### src/rtl/demux1ne2_24_buf_if.sv
// Handshake bundle for the buffered 1-to-2 demux: one source port, two sink ports.
interface demux1ne2_24_buf_if #(parameter int WIDTH = 24);
  logic [WIDTH-1:0] Hyrja;
  logic             S;
  logic             HyrjaValid;
  logic             HyrjaReady;
  logic [WIDTH-1:0] Dalja0;
  logic             Dalja0Valid;
  logic             Dalja0Ready;
  logic [WIDTH-1:0] Dalja1;
  logic             Dalja1Valid;
  logic             Dalja1Ready;

  modport master (
    output Hyrja, S, HyrjaValid, Dalja0Ready, Dalja1Ready,
    input  HyrjaReady, Dalja0, Dalja0Valid, Dalja1, Dalja1Valid
  );

  modport slave (
    input  Hyrja, S, HyrjaValid, Dalja0Ready, Dalja1Ready,
    output HyrjaReady, Dalja0, Dalja0Valid, Dalja1, Dalja1Valid
  );
endinterface

### src/rtl/demux1ne2_24_buf.sv
// Buffered 1-to-2 demux: each destination has its own FIFO so a stalled sink
// never blocks traffic to the other one.
module demux1ne2_24_buf #(
  parameter int WIDTH = 24,
  parameter int DEPTH = 2
) (
  input logic               Clock,
  input logic               Reset,
  demux1ne2_24_buf_if.slave bus
);
  localparam int AW = $clog2(DEPTH);
  localparam int CW = AW + 1;

  logic [WIDTH-1:0] mem    [2][DEPTH];
  logic [AW-1:0]    wr_ptr [2];
  logic [AW-1:0]    rd_ptr [2];
  logic [CW-1:0]    count  [2];
  logic [WIDTH-1:0] last   [2];

  logic [1:0] valid;
  logic [1:0] pop;
  logic [1:0] space;
  logic [1:0] push;
  logic [1:0] sink_ready;
  logic       accept;

  assign sink_ready = {bus.Dalja1Ready, bus.Dalja0Ready};

  always_comb begin
    for (int k = 0; k < 2; k++) begin
      valid[k] = (count[k] != '0);
      pop[k]   = valid[k] & sink_ready[k];
      // A full FIFO still has room if its head leaves this same cycle.
      space[k] = (count[k] < CW'(DEPTH)) | pop[k];
    end
  end

  assign bus.HyrjaReady = space[bus.S];
  assign accept         = bus.HyrjaValid & bus.HyrjaReady;
  assign push           = {accept & bus.S, accept & ~bus.S};

  always_ff @(posedge Clock) begin
    if (Reset) begin
      for (int k = 0; k < 2; k++) begin
        wr_ptr[k] <= '0;
        rd_ptr[k] <= '0;
        count[k]  <= '0;
        last[k]   <= '0;
      end
    end else begin
      for (int k = 0; k < 2; k++) begin
        if (push[k]) begin
          mem[k][wr_ptr[k]] <= bus.Hyrja;
          wr_ptr[k]         <= wr_ptr[k] + 1'b1;
        end
        if (pop[k]) begin
          last[k]   <= mem[k][rd_ptr[k]];
          rd_ptr[k] <= rd_ptr[k] + 1'b1;
        end
        if (push[k] && !pop[k])
          count[k] <= count[k] + 1'b1;
        else if (pop[k] && !push[k])
          count[k] <= count[k] - 1'b1;
      end
    end
  end

  // An empty FIFO keeps presenting the word most recently handed to its sink.
  assign bus.Dalja0      = valid[0] ? mem[0][rd_ptr[0]] : last[0];
  assign bus.Dalja1      = valid[1] ? mem[1][rd_ptr[1]] : last[1];
  assign bus.Dalja0Valid = valid[0];
  assign bus.Dalja1Valid = valid[1];
endmodule

### src/flat_wrapper.sv
// flat-port wrapper written by rule: the top's interface ports become plain ports
module demux1ne2_24_buf_flat 
#(
  parameter int WIDTH = 24,
  parameter int DEPTH = 2
)
  (Clock, Reset, bus_Hyrja, bus_S, bus_HyrjaValid, bus_Dalja0Ready, bus_Dalja1Ready, bus_HyrjaReady, bus_Dalja0, bus_Dalja0Valid, bus_Dalja1, bus_Dalja1Valid);
  demux1ne2_24_buf_if #(.WIDTH(WIDTH)) bus_i ();
  input logic Clock;
  input logic Reset;
  input wire logic [$bits(bus_i.Hyrja)-1:0] bus_Hyrja;
  input wire logic [$bits(bus_i.S)-1:0] bus_S;
  input wire logic [$bits(bus_i.HyrjaValid)-1:0] bus_HyrjaValid;
  input wire logic [$bits(bus_i.Dalja0Ready)-1:0] bus_Dalja0Ready;
  input wire logic [$bits(bus_i.Dalja1Ready)-1:0] bus_Dalja1Ready;
  output wire logic [$bits(bus_i.HyrjaReady)-1:0] bus_HyrjaReady;
  output wire logic [$bits(bus_i.Dalja0)-1:0] bus_Dalja0;
  output wire logic [$bits(bus_i.Dalja0Valid)-1:0] bus_Dalja0Valid;
  output wire logic [$bits(bus_i.Dalja1)-1:0] bus_Dalja1;
  output wire logic [$bits(bus_i.Dalja1Valid)-1:0] bus_Dalja1Valid;
  assign bus_i.Hyrja = bus_Hyrja;
  assign bus_i.S = bus_S;
  assign bus_i.HyrjaValid = bus_HyrjaValid;
  assign bus_i.Dalja0Ready = bus_Dalja0Ready;
  assign bus_i.Dalja1Ready = bus_Dalja1Ready;
  assign bus_HyrjaReady = bus_i.HyrjaReady;
  assign bus_Dalja0 = bus_i.Dalja0;
  assign bus_Dalja0Valid = bus_i.Dalja0Valid;
  assign bus_Dalja1 = bus_i.Dalja1;
  assign bus_Dalja1Valid = bus_i.Dalja1Valid;
  demux1ne2_24_buf #(.WIDTH(WIDTH), .DEPTH(DEPTH)) u_core (.Clock(Clock), .Reset(Reset), .bus(bus_i));
endmodule
### config.mk
export PLATFORM = sky130hd
export DESIGN_NAME = demux1ne2_24_buf_flat
export DESIGN_NICKNAME = d
export VERILOG_FILES = /design/src/rtl/demux1ne2_24_buf_if.sv /design/src/rtl/demux1ne2_24_buf.sv /design/src/flat_wrapper.sv
export SDC_FILE = /design/constraint.sdc
export NUM_CORES = 1
export LEC_CHECK = 0
export BUFFER_PORTS_ARGS = -buffer_cell sky130_fd_sc_hd__buf_2
export CAP_MARGIN = 15
export CORE_MARGIN = 4
export CORE_UTILIZATION = 55
export DETAILED_ROUTE_END_ITERATION = 10
export MAX_ROUTING_LAYER = met4
export PLACE_DENSITY = 0.76
export SLEW_MARGIN = 40
export SYNTH_ARGS = -nofsm -noshare
export SYNTH_HDL_FRONTEND = slang
export SYNTH_SLANG_ARGS = --single-unit
### constraint.sdc
create_clock -name Clock -period 6.09 [get_ports Clock]
set_input_delay 1.218 -clock Clock [delete_from_list [all_inputs] [get_ports Clock]]
set_output_delay 1.218 -clock Clock [all_outputs]
set_load 0.02 [all_outputs]
== Word-level counts from Yosys, hierarchy flattened ==
Memories as Yosys holds them, arrays and structs flattened.
Index checks and enable logic that the tools add are counted.

* Memories kept: 5
* RAM bits: 152
* Logic and storage cells: 114
* Flip-flop bits (word level): 0

{| class="wikitable"
|+ Memory list
! name !! words !! bits a word !! read ports !! clocked after Yosys merged registers in !! wr ports !! RTL line !! RTL
|-
| u_core.mem || 2 || 48 || 2 || 0 || 1 || demux1ne2_24_buf.sv:14 || <nowiki>logic [WIDTH-1:0] mem [2][DEPTH];</nowiki>
|-
| u_core.last || 2 || 24 || 2 || 0 || 2 || demux1ne2_24_buf.sv:18 || <nowiki>logic [WIDTH-1:0] last [2];</nowiki>
|-
| u_core.count || 2 || 2 || 2 || 0 || 2 || demux1ne2_24_buf.sv:17 || <nowiki>logic [CW-1:0] count [2];</nowiki>
|-
| u_core.rd_ptr || 2 || 1 || 2 || 0 || 2 || demux1ne2_24_buf.sv:16 || <nowiki>logic [AW-1:0] rd_ptr [2];</nowiki>
|-
| u_core.wr_ptr || 2 || 1 || 2 || 0 || 2 || demux1ne2_24_buf.sv:15 || <nowiki>logic [AW-1:0] wr_ptr [2];</nowiki>
|}

* Bitwise gates (word level): 22
* Multiplexer cells: 57
* Add/sub/neg operators: 8
* Order comparisons: 9
* Reduce and logical (&&, ||, !) cells: 13

{| class="wikitable"
|+ Operators by type and width
! kind !! number
|-
| 24-bit two-way mux || 12
|-
| 48-bit two-way mux || 4
|-
| 24-bit demux with 1-bit select || 2
|-
| 48-bit OR reduction || 1
|-
| 1-bit two-way mux || 35
|-
| 1-bit bitwise OR || 12
|-
| 2-bit >= comparator, second input constant || 4
|-
| 2-bit two-way mux || 4
|-
| 1-bit NOT with 2-bit output || 4
|-
| 1-bit logical AND || 6
|-
| 1-bit bitwise AND || 5
|-
| 1-bit adder, second input constant || 4
|-
| 2-bit by 1-bit adder with 2-bit output, second input constant || 2
|-
| 1-bit zero test || 4
|-
| 2-bit by 1-bit < comparator with 1-bit output, second input constant || 2
|-
| 2-bit < comparator, second input constant || 2
|-
| 2-bit nonzero test || 2
|-
| 2-bit by 1-bit subtractor with 2-bit output, second input constant || 2
|-
| 1-bit by 2-bit < comparator with 1-bit output, second input constant || 1
|-
| 1-bit NOT || 1
|}

== Logic depth before layout (Yosys ltp) ==
* Word-level depth: 14
* Mapped depth: 7

== Worst setup path after synthesis ==
Ideal clock, no wire load.

* Path type: input port to flip-flop
* Start: in bus_Dalja1Ready
* End: mem u_core.mem[0][72] in the netlist's numbering, enable pin
* Stages on the path: 5
* Required time: 5.650 ns
* Arrival time: 3.682 ns
* Buffers on the path: 1
* Slack: 1.968 ns
* Library setup time: 0.440 ns
* Cell sequence: nor2b_1 > buf_4 > o32a_2 > nand3b_1 > nor3b_1

* Longest elaborated chain between the ends: 11

{| class="wikitable"
|+ Ends and longest elaborated chain
! item !! RTL line !! RTL
|-
| start: declaration || flat_wrapper.sv:15 || <nowiki>input wire logic [$bits(bus_i.Dalja1Ready)-1:0] bus_Dalja1Ready;</nowiki>
|-
| 1-bit bitwise AND (*) || demux1ne2_24_buf.sv:32 || <nowiki>pop[k] = valid[k] & sink_ready[k];</nowiki>
|-
| 1-bit bitwise OR (*) || demux1ne2_24_buf.sv:34 || <nowiki>space[k] = (count[k] < CW'(DEPTH)) | pop[k];</nowiki>
|-
| 1-bit two-way mux (implied by the code) (*) (2 in series) || demux1ne2_24_buf.sv:38 || <nowiki>assign bus.HyrjaReady = space[bus.S];</nowiki>
|-
| net bus_HyrjaReady || flat_wrapper.sv:16 || <nowiki>output wire logic [$bits(bus_i.HyrjaReady)-1:0] bus_HyrjaReady;</nowiki>
|-
| 1-bit bitwise AND (*) || demux1ne2_24_buf.sv:39 || <nowiki>assign accept = bus.HyrjaValid & bus.HyrjaReady;</nowiki>
|-
| 1-bit bitwise AND || demux1ne2_24_buf.sv:40 || <nowiki>assign push = {accept & bus.S, accept & ~bus.S};</nowiki>
|-
| 1-bit two-way mux || demux1ne2_24_buf.sv:52 || <nowiki>if (push[k]) begin</nowiki>
|-
| 1-bit two-way mux || demux1ne2_24_buf.sv:43 || <nowiki>if (Reset) begin</nowiki>
|-
| 48-bit two-way mux (implied by the code) || demux1ne2_24_buf.sv:53 || <nowiki>mem[k][wr_ptr[k]] <= bus.Hyrja;</nowiki>
|-
| 48-bit OR reduction (no line) || - ||
|-
| 1-bit two-way mux (no line) or 48-bit two-way mux (tied branches) || - ||
|-
| end: declaration || demux1ne2_24_buf.sv:14 ||
|}

The timed path passes the listed nets; every way through them passes the cells marked *. The select of a mux whose other input is x is not followed.

==> impl_metrics.ini <==
[sta]
setup_viol = 0
tns_ps = 0
fin_skew_ps = 10.56
tightest_slew_ps = 799.0
max_slew_margin_pct = 46.73
setup_ws_ps = 2423
maxSlewViolCount = 0
hold_viol_final = 0
fin_crit_sh_pct = 60.22
timing.fmax_mhz = 272.7
grt_setup_unrepaired = no
min_period_ps = 3667

[route]
wl_um = 12300
drc = 0
drt-initial-drc-count = 229
vias = 3510
firstDrtPassIters = 4
wl_per_cell_um = 19.53
ant_nets = 0
via_per_inst = 5.571

[pwr]
power_density_mw_per_mm2 = 378.5
total_power_mw = 2.812
p_leak_nw = 2.783
ir_drop_uv = 195.9

[yosys]
muxShareOfSynthArea_pct = 13.61
synth_cell_types = 37
yosys_warnings = 0
synth-adder-area-share_pct = 0.1975
ys_ff_latch = 152
synth_top_family_by_area = multiplexers
synth-xor-area-share_pct = 0.1383
synth-seq-area-share_pct = 72.05
synth-simple-area-share_pct = 8.058
synth_compound_area_share_pct = 3.417
synth_nets = 424
syn_area_mm2 = 0.006335
postSynthCellCount = 393
avgSynthCellArea_um2 = 16.12

[global_routing]
grt_max_degree = 51
gr-usage-all-layers_pct = 20.11
antenna_found_initial = 0
grt_remaining_overflow = 0
grt_pass1_vias = 3624
grt_pass1_wl_um = 19120

[clocking]
hold_buffers = 0
cts_made_buffers = 17
cts.clk_slew.worst_paths_ps = 60
htreeDepth = 4
cts_resized = 0
postCtsSetupBuffers = 0
cts_tree = done
clock-sinks = 152
root_buffer = clkbuf_16
clock_latency_ps = 420
cts_buffer_depth = 2

[setup_path]
critPathMostFrequentCell = mux2_2
r2r-start = u_core.count[1][1]
setup.worst_path.class = register to output port
cp-end-kind = output port
critPathBufInv = 2
crit_fanout = 14
crit_required_ps = 4870
crit_start = u_core.rd_ptr[0][1]
start_kind = register
crit_path_top_delay_cell = edfxtp_1
crit_arrival_ps = 2450
cpPeakStageDelay_ps = 810
crit_chain = buf_4 > mux2_2 > mux2_2 > buf_2
path_delay_family = flip-flops

[finish]
drive_above_1_share_pct = 35.10
nFillCells = 759
fin_nets = 508
area_growth_pct = 17.26
diodes = 0

[min_path]
hp-class = register to register
min-delay-start = u_core.count[1][0]

[floorplan]
core_mm2 = 0.01108
die_area_mm2 = 0.01330
rows = 38
ioPinCount = 81
die_h_um = 115.3
initial_core_util_pct = 57.18
dieWidth_um = 115.3

[place]
port_buffers = 80
place_hpwl_um = 7646
pre_cts_ws_ps = 2641
globalplace.congestion = 0.8035

[outcome]
status = completed

[flow_run]
drv_cap = 0
-- cell families (layout without fill, tap and decap cells) --
family / after synthesis / in the layout
compound gates: 37 / 37
xor+xnor: 1 / 1
fa+ha+maj: 1 / 1
buf+inv: 26 / 123
flops: 152 / 152
mux: 73 / 73
simple gates: 103 / 103
-- worst reg2reg max path: cells and delay by family (launching register included) --
kind	cells	cell delay [ps]
fa+ha+maj	1	200
buf+inv	2	440
compound gates	1	300
simple gates	3	910
flops	1	430
-- per-layer routing --
layer | global-route usage [%] | vias up | share of wire, %
met5 | - | - | 0
met4 | 7.355 | 0 | 1.8
met3 | 4.789 | 18 | 4.9
met2 | 34.18 | 107 | 52
met1 | 23.29 | 1749 | 41
li1 | - | 1636 | -
-- path summary, 6_finish.rpt --
| check | cells past startpoint | to | slack (ps) |
|---|---|---|---|
| max | 4 | bus_Dalja1[23] | 2420 |
| min | 1 | u_core.count[1][0] | 560 |
| max reg2reg | 7 | u_core.mem[0][74] | 3450 |
| min reg2reg | 1 | u_core.count[1][0] | 560 |
-- placed cells by master (no fill, tap or decap), types with 3 or more instances in the layout --
cell type	synthesis	routed
a21oi_1	27	27
buf_2	14	80
buf_4	2	7
bufinv_16	0	3
clkbuf_1	1	4
clkbuf_16	0	17
clkinv_1	0	4
edfxtp_1	152	152
inv_1	3	3
mux2_2	29	29
mux2_4	19	19
mux2i_1	25	25
nand2_1	4	4
nand2b_1	4	4
nand3b_1	3	3
nor2_1	54	53
nor2b_1	25	25
-- flip-flops by register name (all words and copies together), names as in the netlist --
name,flops
u_core.wr_ptr,2
u_core.rd_ptr,2
u_core.last,48
u_core.count,4
u_core.mem,96
-- report_power, final --
part           switching [mW]  internal, mW  total (mW)  leakage [nW]
clock network           0.379         0.636        1.02         0.271
registers              0.0363          1.24        1.27          1.47
logic                   0.326         0.198       0.525          1.05
-- metrics by stage --
stage	hold slack [ps]	utilization (%)	instance area, um2	std cells
2_1_floorplan	531.5	-	6335	393
3_3_place_gp	551.7	61.77	6843	598
3_5_place_dp	551.8	61.79	6845	598
4_1_cts	559.5	66.94	7416	630
5_1_grt	587.8	67.05	7428	630
6_report	557.2	67.05	7428	630
-- synthesized netlist by cell type, drive strengths merged --
library cell	instances	share of area, %
and3	1	0.12
o21bai	2	0.30
o32a	1	0.18
nand4	1	0.099
a21oi	27	2.1
nand3b	3	0.36
nand2b	4	0.39
edfxtp	152	72
xnor2	1	0.14
nor4	1	0.099
o2111ai	1	0.14
clkbuf	1	0.059
inv	4	0.24
o21ai	1	0.079
nor3	2	0.16
mux2i	25	4.0
a211oi	2	0.24
nor2	54	3.2
nor3b	2	0.24
a31o	1	0.14
and2	1	0.099
mux2	48	9.7
a31oi	1	0.099
ha	1	0.20
nor2b	26	2.7
nand3	1	0.079
o21a	1	0.12
buf	21	2.2
or2	3	0.30
nand2	4	0.24
-- final cells by class --
type | count | area, um2 | area share, %
clock inverters | 11 | 130.1 | 1.752
clock buffers | 21 | 440.4 | 5.929
multi-input cells | 215 | 1650 | 22.22
inverters | 4 | 15.01 | 0.2021
repair buffers | 87 | 452.9 | 6.097
well taps | 140 | 175.2 | 2.358
flip-flops and latches | 152 | 4564 | 61.45
Power figures use the tool's default switching activity.
